===== config.mk =====
export PLATFORM = sky130hd
export DESIGN_NAME = rgb2gray_flat
export DESIGN_NICKNAME = d
export VERILOG_FILES = /design/src/rtl/rgb2gray_if.sv /design/src/rtl/rgb2gray.sv /design/src/flat_wrapper.sv
export SDC_FILE = /design/constraint.sdc
export NUM_CORES = 1
export LEC_CHECK = 0
export CORE_MARGIN = 2
export CORE_UTILIZATION = 50
export CTS_BUF_LIST = sky130_fd_sc_hd__clkbuf_8 sky130_fd_sc_hd__clkbuf_16
export CTS_CLUSTER_DIAMETER = 30
export DETAILED_ROUTE_END_ITERATION = 16
export GPL_ROUTABILITY_DRIVEN = 0
export HOLD_SLACK_MARGIN = 0.03
export PLACE_DENSITY = 0.72
export SLEW_MARGIN = 20
export SYNTH_ARGS = -nofsm -noshare
export SYNTH_HDL_FRONTEND = slang
export SYNTH_SLANG_ARGS = --single-unit

===== constraint.sdc =====
create_clock -name clk -period 0.85 [get_ports clk]
set_input_delay 0.17 -clock clk [delete_from_list [all_inputs] [get_ports clk]]
set_output_delay 0.17 -clock clk [all_outputs]
set_load 0.02 [all_outputs]

===== src/rtl/rgb2gray_if.sv =====
// Pixel stream bundle for rgb2gray: RGB888 input side with timing strobes and the gray output side.
// The master drives RGB and receives gray; the converter uses the slave modport.
interface rgb2gray_if;
    logic       rgb_valid;
    logic       rgb_hsync;
    logic       rgb_vsync;
    logic [7:0] r;
    logic [7:0] g;
    logic [7:0] b;
    logic [7:0] gray;
    logic       gray_valid;
    logic       gray_hsync;
    logic       gray_vsync;

    modport master (
        output rgb_valid, rgb_hsync, rgb_vsync, r, g, b,
        input  gray, gray_valid, gray_hsync, gray_vsync
    );

    modport slave (
        input  rgb_valid, rgb_hsync, rgb_vsync, r, g, b,
        output gray, gray_valid, gray_hsync, gray_vsync
    );
endinterface


===== src/rtl/rgb2gray.sv =====
// RGB888 to 8-bit luminance converter, one pixel per clock, 1-cycle latency.
// METHOD picks "WEIGHT" (default) or "AVERAGE"; define RGB2GRAY_ROUND_EN for round-to-nearest.
module rgb2gray #(
    parameter string METHOD = "WEIGHT"
) (
    input  logic      clk,
    input  logic      rst_n,
    rgb2gray_if.slave pix_if
);
    localparam int unsigned PIX_W = 8;
    localparam int unsigned SUM_W = 16;
    localparam int unsigned S3_W  = 10;
    localparam int unsigned P_W   = 18;

    logic [PIX_W-1:0] gray_c;
    logic [PIX_W-1:0] gray_d, gray_q;
    logic             valid_d, valid_q;
    logic             hsync_d, hsync_q;
    logic             vsync_d, vsync_q;

    generate
        if (METHOD == "AVERAGE") begin : g_avg
            logic [S3_W-1:0] s3;
            logic [P_W-1:0]  p;

            // 171/512 approximates 1/3
            assign s3 = S3_W'(pix_if.r) + S3_W'(pix_if.g) + S3_W'(pix_if.b);
            assign p  = P_W'(s3) * P_W'(171);
`ifdef RGB2GRAY_ROUND_EN
            logic [P_W-1:0] q;
            assign q      = (p + P_W'(256)) >> 9;
            assign gray_c = (q > P_W'(255)) ? PIX_W'(255) : PIX_W'(q);
`else
            assign gray_c = PIX_W'(p >> 9);
`endif
        end else begin : g_wgt
            logic [SUM_W-1:0] sum_w;

            // weights sum to 256, so the top byte is the luminance
            assign sum_w = SUM_W'(77)  * SUM_W'(pix_if.r)
                         + SUM_W'(150) * SUM_W'(pix_if.g)
                         + SUM_W'(29)  * SUM_W'(pix_if.b);
`ifdef RGB2GRAY_ROUND_EN
            assign gray_c = PIX_W'((sum_w + SUM_W'(128)) >> 8);
`else
            assign gray_c = PIX_W'(sum_w >> 8);
`endif
        end
    endgenerate

    // gray holds on invalid pixels; strobes are plain delays
    always_comb begin
        gray_d  = gray_q;
        valid_d = pix_if.rgb_valid;
        hsync_d = pix_if.rgb_hsync;
        vsync_d = pix_if.rgb_vsync;
        if (pix_if.rgb_valid) begin
            gray_d = gray_c;
        end
    end

    always_ff @(posedge clk or negedge rst_n) begin
        if (!rst_n) begin
            gray_q  <= '0;
            valid_q <= 1'b0;
            hsync_q <= 1'b0;
            vsync_q <= 1'b0;
        end else begin
            gray_q  <= gray_d;
            valid_q <= valid_d;
            hsync_q <= hsync_d;
            vsync_q <= vsync_d;
        end
    end

    assign pix_if.gray       = gray_q;
    assign pix_if.gray_valid = valid_q;
    assign pix_if.gray_hsync = hsync_q;
    assign pix_if.gray_vsync = vsync_q;
endmodule


===== src/flat_wrapper.sv =====
// flat-port wrapper written by rule: the top's interface ports become plain ports
module rgb2gray_flat 
#(
    parameter string METHOD = "      "
)
  (clk, rst_n, pix_if_rgb_valid, pix_if_rgb_hsync, pix_if_rgb_vsync, pix_if_r, pix_if_g, pix_if_b, pix_if_gray, pix_if_gray_valid, pix_if_gray_hsync, pix_if_gray_vsync);
  rgb2gray_if pix_if_i ();
  input  logic clk;
  input  logic rst_n;
  input wire logic [$bits(pix_if_i.rgb_valid)-1:0] pix_if_rgb_valid;
  input wire logic [$bits(pix_if_i.rgb_hsync)-1:0] pix_if_rgb_hsync;
  input wire logic [$bits(pix_if_i.rgb_vsync)-1:0] pix_if_rgb_vsync;
  input wire logic [$bits(pix_if_i.r)-1:0] pix_if_r;
  input wire logic [$bits(pix_if_i.g)-1:0] pix_if_g;
  input wire logic [$bits(pix_if_i.b)-1:0] pix_if_b;
  output wire logic [$bits(pix_if_i.gray)-1:0] pix_if_gray;
  output wire logic [$bits(pix_if_i.gray_valid)-1:0] pix_if_gray_valid;
  output wire logic [$bits(pix_if_i.gray_hsync)-1:0] pix_if_gray_hsync;
  output wire logic [$bits(pix_if_i.gray_vsync)-1:0] pix_if_gray_vsync;
  assign pix_if_i.rgb_valid = pix_if_rgb_valid;
  assign pix_if_i.rgb_hsync = pix_if_rgb_hsync;
  assign pix_if_i.rgb_vsync = pix_if_rgb_vsync;
  assign pix_if_i.r = pix_if_r;
  assign pix_if_i.g = pix_if_g;
  assign pix_if_i.b = pix_if_b;
  assign pix_if_gray = pix_if_i.gray;
  assign pix_if_gray_valid = pix_if_i.gray_valid;
  assign pix_if_gray_hsync = pix_if_i.gray_hsync;
  assign pix_if_gray_vsync = pix_if_i.gray_vsync;
  rgb2gray #(.METHOD(METHOD)) u_core (.clk(clk), .rst_n(rst_n), .pix_if(pix_if_i));
endmodule

# --- Yosys cells after proc, flatten, opt, wreduce, memory -nomap -nowiden ---
# Cells that the tools add are included.
op_classes:
  addsub: 2
  n_mul: 3
ops:
  columns: ["op", "count"]
  rows:
  - ["$mul A7 B8 Y15 const A", 2]
  - ["$add A15 B16 Y16", 1]
  - ["$add A16 B13 Y16", 1]
  - ["$mul A5 B8 Y13 const A", 1]
word_totals:
  register_bits: 11
  in_bits: 29
  output_inout_bits: 11
  elab_cells: 9

# --- Depth between registers and ports, before layout ---
depth:
  word_depth: 3
  mapped_depth: 25
  mapped_depth_nobuf: 25

# --- Worst setup path before layout ---
# No wires, ideal clock.
synth_path:
  kind: "input-to-reg"
  from: "input pix_if_g[4]"
  to: "register u_core.gray_q[7], in the netlist u_core.pix_if.gray[7]"
  setup_time_ns: 0.080
  t_arrival_ns: 5.826
  t_required_ns: 0.770
  slack_ns: -5.056
  path_stages: 21
  n_path_buf: 0
  path_cell_list: "ha_1 > ha_1 > inv_1 > fa_1 > fa_1 > inv_1 > ha_1 > xnor2_1 > fa_1 > fa_1 > inv_1 > fa_1 > fa_1 > inv_1 > ha_1 > a21o_1 > a21oi_1 > o31ai_1 > a221oi_1 > xnor3_1 > mux2i_1"
synth_via:
  elab_chain_cells: 3
synth_rtl:
  columns: ["item", "line_no", "source"]
  rows:
  - ["start: declaration", "flat_wrapper.sv:14", "input wire logic [$bits(pix_if_i.g)-1:0] pix_if_g;"]
  - ["$mul A7 B8 Y15", "rgb2gray.sv:41", "+ SUM_W'(150) * SUM_W'(pix_if.g)"]
  - ["$add A15 B16 Y16", "rgb2gray.sv:41", null]
  - ["$add A16 B13 Y16", "rgb2gray.sv:42", "+ SUM_W'(29) * SUM_W'(pix_if.b);"]
  - ["end signal: assignment", "rgb2gray.sv:69", "gray_q <= gray_d;"]
  - ["end: declaration", "rgb2gray.sv:16", "logic [PIX_W-1:0] gray_d, gray_q;"]
# Every way passes these cells.
# A chain may end at the register's enable or synchronous reset.

# --- Final worst setup path ---
layout_path:
  from: "input pix_if_g[6]"
  to: "register u_core.gray_q[4], in the netlist u_core.pix_if.gray[4]"
# The elaborated chain is that of the path after synthesis.

==> flow_metrics.tcl <==
set metrics [dict create \
    max_freq_mhz 182 \
    grt_pass1_wl_mm 14.0 \
    layout_setup_ws_ns -4.64 \
    synth_xor_area_share_pct 4.38 \
    grt_usage_pct 23.2 \
    cts-root-buf "clkbuf_8" \
    drtPass1Iterations 4 \
    yosysTopAreaCell "fa_1" \
    crit_type "in2reg" \
    numCtsBuffers 3 \
    hp-class "in2async" \
    synth_top_family_by_area "adder cells" \
    diodes 0 \
    drc 0 \
    crit_required_ns 0.97 \
    synthAdderAreaFrac_pct 61.3 \
    synth_area_sq_um 3510 \
    place_hpwl_mm 6.76 \
    whs_ns 0.259 \
    cts.clk_slew.worst_paths_ns 0.05 \
    reg2reg_setup_slack_ns 0.05 \
    rsz0062_at_grt "true" \
    critPathArrivalTime_ns 5.61 \
    finalSetupViolations 19 \
    via_per_inst 4.91 \
    hold_viol 0 \
    cts_tree "yes" \
    period_share_pct 646 \
    die_y_microns 87.8 \
    fin_skew_ns 0 \
    cp-start-kind "input port" \
    cp-startpoint "pix_if_g[6]" \
    wirelength_mm 8.04 \
    end_kind "register" \
    vias 2796 \
    synth_top_area_share_pct 31.3 \
    gr-total-overflow 0 \
    period_needed_ns 5.49 \
    initial_core_util_pct 51.7 \
    detail_route.wl_per_cell_microns 14.1 \
    syn-num-nets 512 \
    die-area_sq_um 7710 \
    drtIter0Drc 60 \
    synth_edf_count 0 \
    syn_inst 344 \
    antenna_found_initial 0 \
    yosys.area_share.simple_pct 4.67 \
    cts.sinks 11 \
    fp.dieW_microns 87.8 \
    violations "negative setup slack" \
    status "finished, violations left" \
    cts_hold_buf 0 \
    ys_seq_area_share_pct 7.83 \
    finalNetCount 642 \
    drive_gt1_share_pct 36.6 \
    clock_path_buffers 2 \
    rows 30 \
    worstMarginPinSlew_ns 0.295 \
    drv_slew 0 \
    ios 40 \
    async_reset_ff_share_pct 100 \
    grt_max_degree 12 \
    ys.flop_type "dfrtp_1" \
    grt_pass1_vias 3155 \
    htreeDepth 1 \
    core_area_sq_um 6790 \
    path_max_fanout 4 \
    clkLatencyLatePin_ns 0.24 \
    cap_violations 0 \
    max_slew_margin_pct 80.0 \
    synthMuxAreaShare_pct 2.42 \
    drtAntennaViolNets 0 \
    syn-mean-instance-area_sq_um 10.2 \
    ys_seq_elements 11 \
    yosysWarnings 0 \
    reg2reg_depth 3 \
    syn2layout_area_growth_pct 46.6 \
    synth_compound_area_share_pct 8.97 \
    synthDistinctLibCells 46 \
    r2r_end "u_core.pix_if.gray[5]$_DFFE_PN0P_" \
    r2r-start "u_core.pix_if.gray[5]$_DFFE_PN0P_" \
    synthTopCellsByArea "fa_1 (31%), ha_1 (30%), inv_1 (10%)" \
    numPortBuffers 39 \
]
cell usage after synthesis, types with 2 or more instances:
library cell	instances
o21a_1	5
a21oi_1	8
fa_1	55
inv_1	97
xnor2_1	12
nand2_1	5
a211oi_1	2
o21ai_0	7
xor2_1	3
a21o_1	3
nand2b_1	2
mux2_2	4
ha_1	84
or3_1	2
nor2_1	5
dfrtp_1	11
o211ai_1	2
nand3_1	2
and3_1	2
mux2i_1	4
nor3_1	3
a31oi_1	2
logic make-up (layout without fill, tap and decap cells):
group / after synthesis / count (layout)
compound gates: 43 / 43
mux: 8 / 8
xor+xnor: 16 / 16
buf+inv: 98 / 227
fa+ha+maj: 139 / 139
flops: 11 / 11
simple gates: 29 / 29
final cells by class:
class | instances | area (sq um)
Timing Repair Buffer | 126 | 1070
Clock buffer | 3 | 41.3
Fill cell | 437 | 1640
Sequential cell | 11 | 275
Clock inverter | 1 | 5.00
Inverter | 97 | 364
Tap cell | 96 | 120
Multi-Input combinational cell | 235 | 3280
timing repair:
action | in CTS | in global routing
gates resized for setup | 131 | 14
setup buffers | 3 | 3
pin swaps | 35 | 20
setup endpoints to repair | 19 | 19
how the worst max path moves through the flow:
stage          slack [ns]  cells after the start                                end
6_report            -4.64                     23  u_core.pix_if.gray[4]$_DFFE_PN0P_
5_1_grt             -4.77                     22  u_core.pix_if.gray[7]$_DFFE_PN0P_
4_1_cts             -4.69                     22  u_core.pix_if.gray[7]$_DFFE_PN0P_
3_5_place_dp        -5.37                     22  u_core.pix_if.gray[7]$_DFFE_PN0P_
3_3_place_gp        -5.28                     22  u_core.pix_if.gray[7]$_DFFE_PN0P_
2_1_floorplan       -4.55                     21  u_core.pix_if.gray[7]$_DFFE_PN0P_
per-layer routing:
metal | track usage (%) | up-vias | part of all wire [%]
met2 | 41.7 | 44 | 53
met3 | 1.41 | 4 | 2.3
li1 | - | 1378 | -
met5 | 0 | - | 0
met1 | 31.8 | 1370 | 45
met4 | 3.08 | 0 | 0.36
stage by stage:
step	setup slack, ns	instances	TNS, ns	utilization [%]	area [sq um]
6_report	-4.64	569	-36.87	75.8	5150
5_1_grt	-4.77	569	-38.11	75.8	5150
4_1_cts	-4.69	566	-37.02	74.5	5060
3_5_place_dp	-5.37	559	-43.90	70.3	4780
3_3_place_gp	-5.28	559	-43.27	70.3	4780
2_1_floorplan	-4.55	344	-34.23	-	3650
worst max-delay path, cell delays in order:
cell and delay [ns]:
buf_8 0.10, ha_4 0.23, ha_4 0.26, inv_2 0.03, fa_1 0.48, fa_1 0.53, inv_2 0.05, ha_4 0.30
xnor2_4 0.07, fa_1 0.50, fa_1 0.52, inv_2 0.05, fa_1 0.46, fa_1 0.51, inv_2 0.05, ha_4 0.27
buf_4 0.10, and4_1 0.19, o21ai_2 0.07, o221ai_2 0.19, a21oi_2 0.10, xnor2_1 0.14, mux2_4 0.26
state kept, by name, summed over array words and instances (netlist names):
register and count:
u_core.pix_if.gray_hsync 1, u_core.pix_if.gray_vsync 1, u_core.pix_if.gray 8, u_core.pix_if.gray_valid 1
layout by cell type, fill, tap and decap left out, types with 3 or more instances in the layout:
cell type,n
buf_4,83
ha_1,63
mux2i_1,4
a21o_1,3
a21oi_2,3
mux2_4,3
nor3_1,3
o21ai_2,5
nor2_1,4
fa_1,53
buf_2,3
buf_6,15
clkbuf_8,3
nand2_1,5
ha_4,19
inv_1,87
xnor2_1,8
dfrtp_1,11
xnor2_2,3
inv_2,10
clkdlybuf4s50_1,21
a21oi_1,4
o21a_1,5
Power is not shown: default switching activity piles up to over one toggle a cycle in this logic, so the estimate is an artifact.
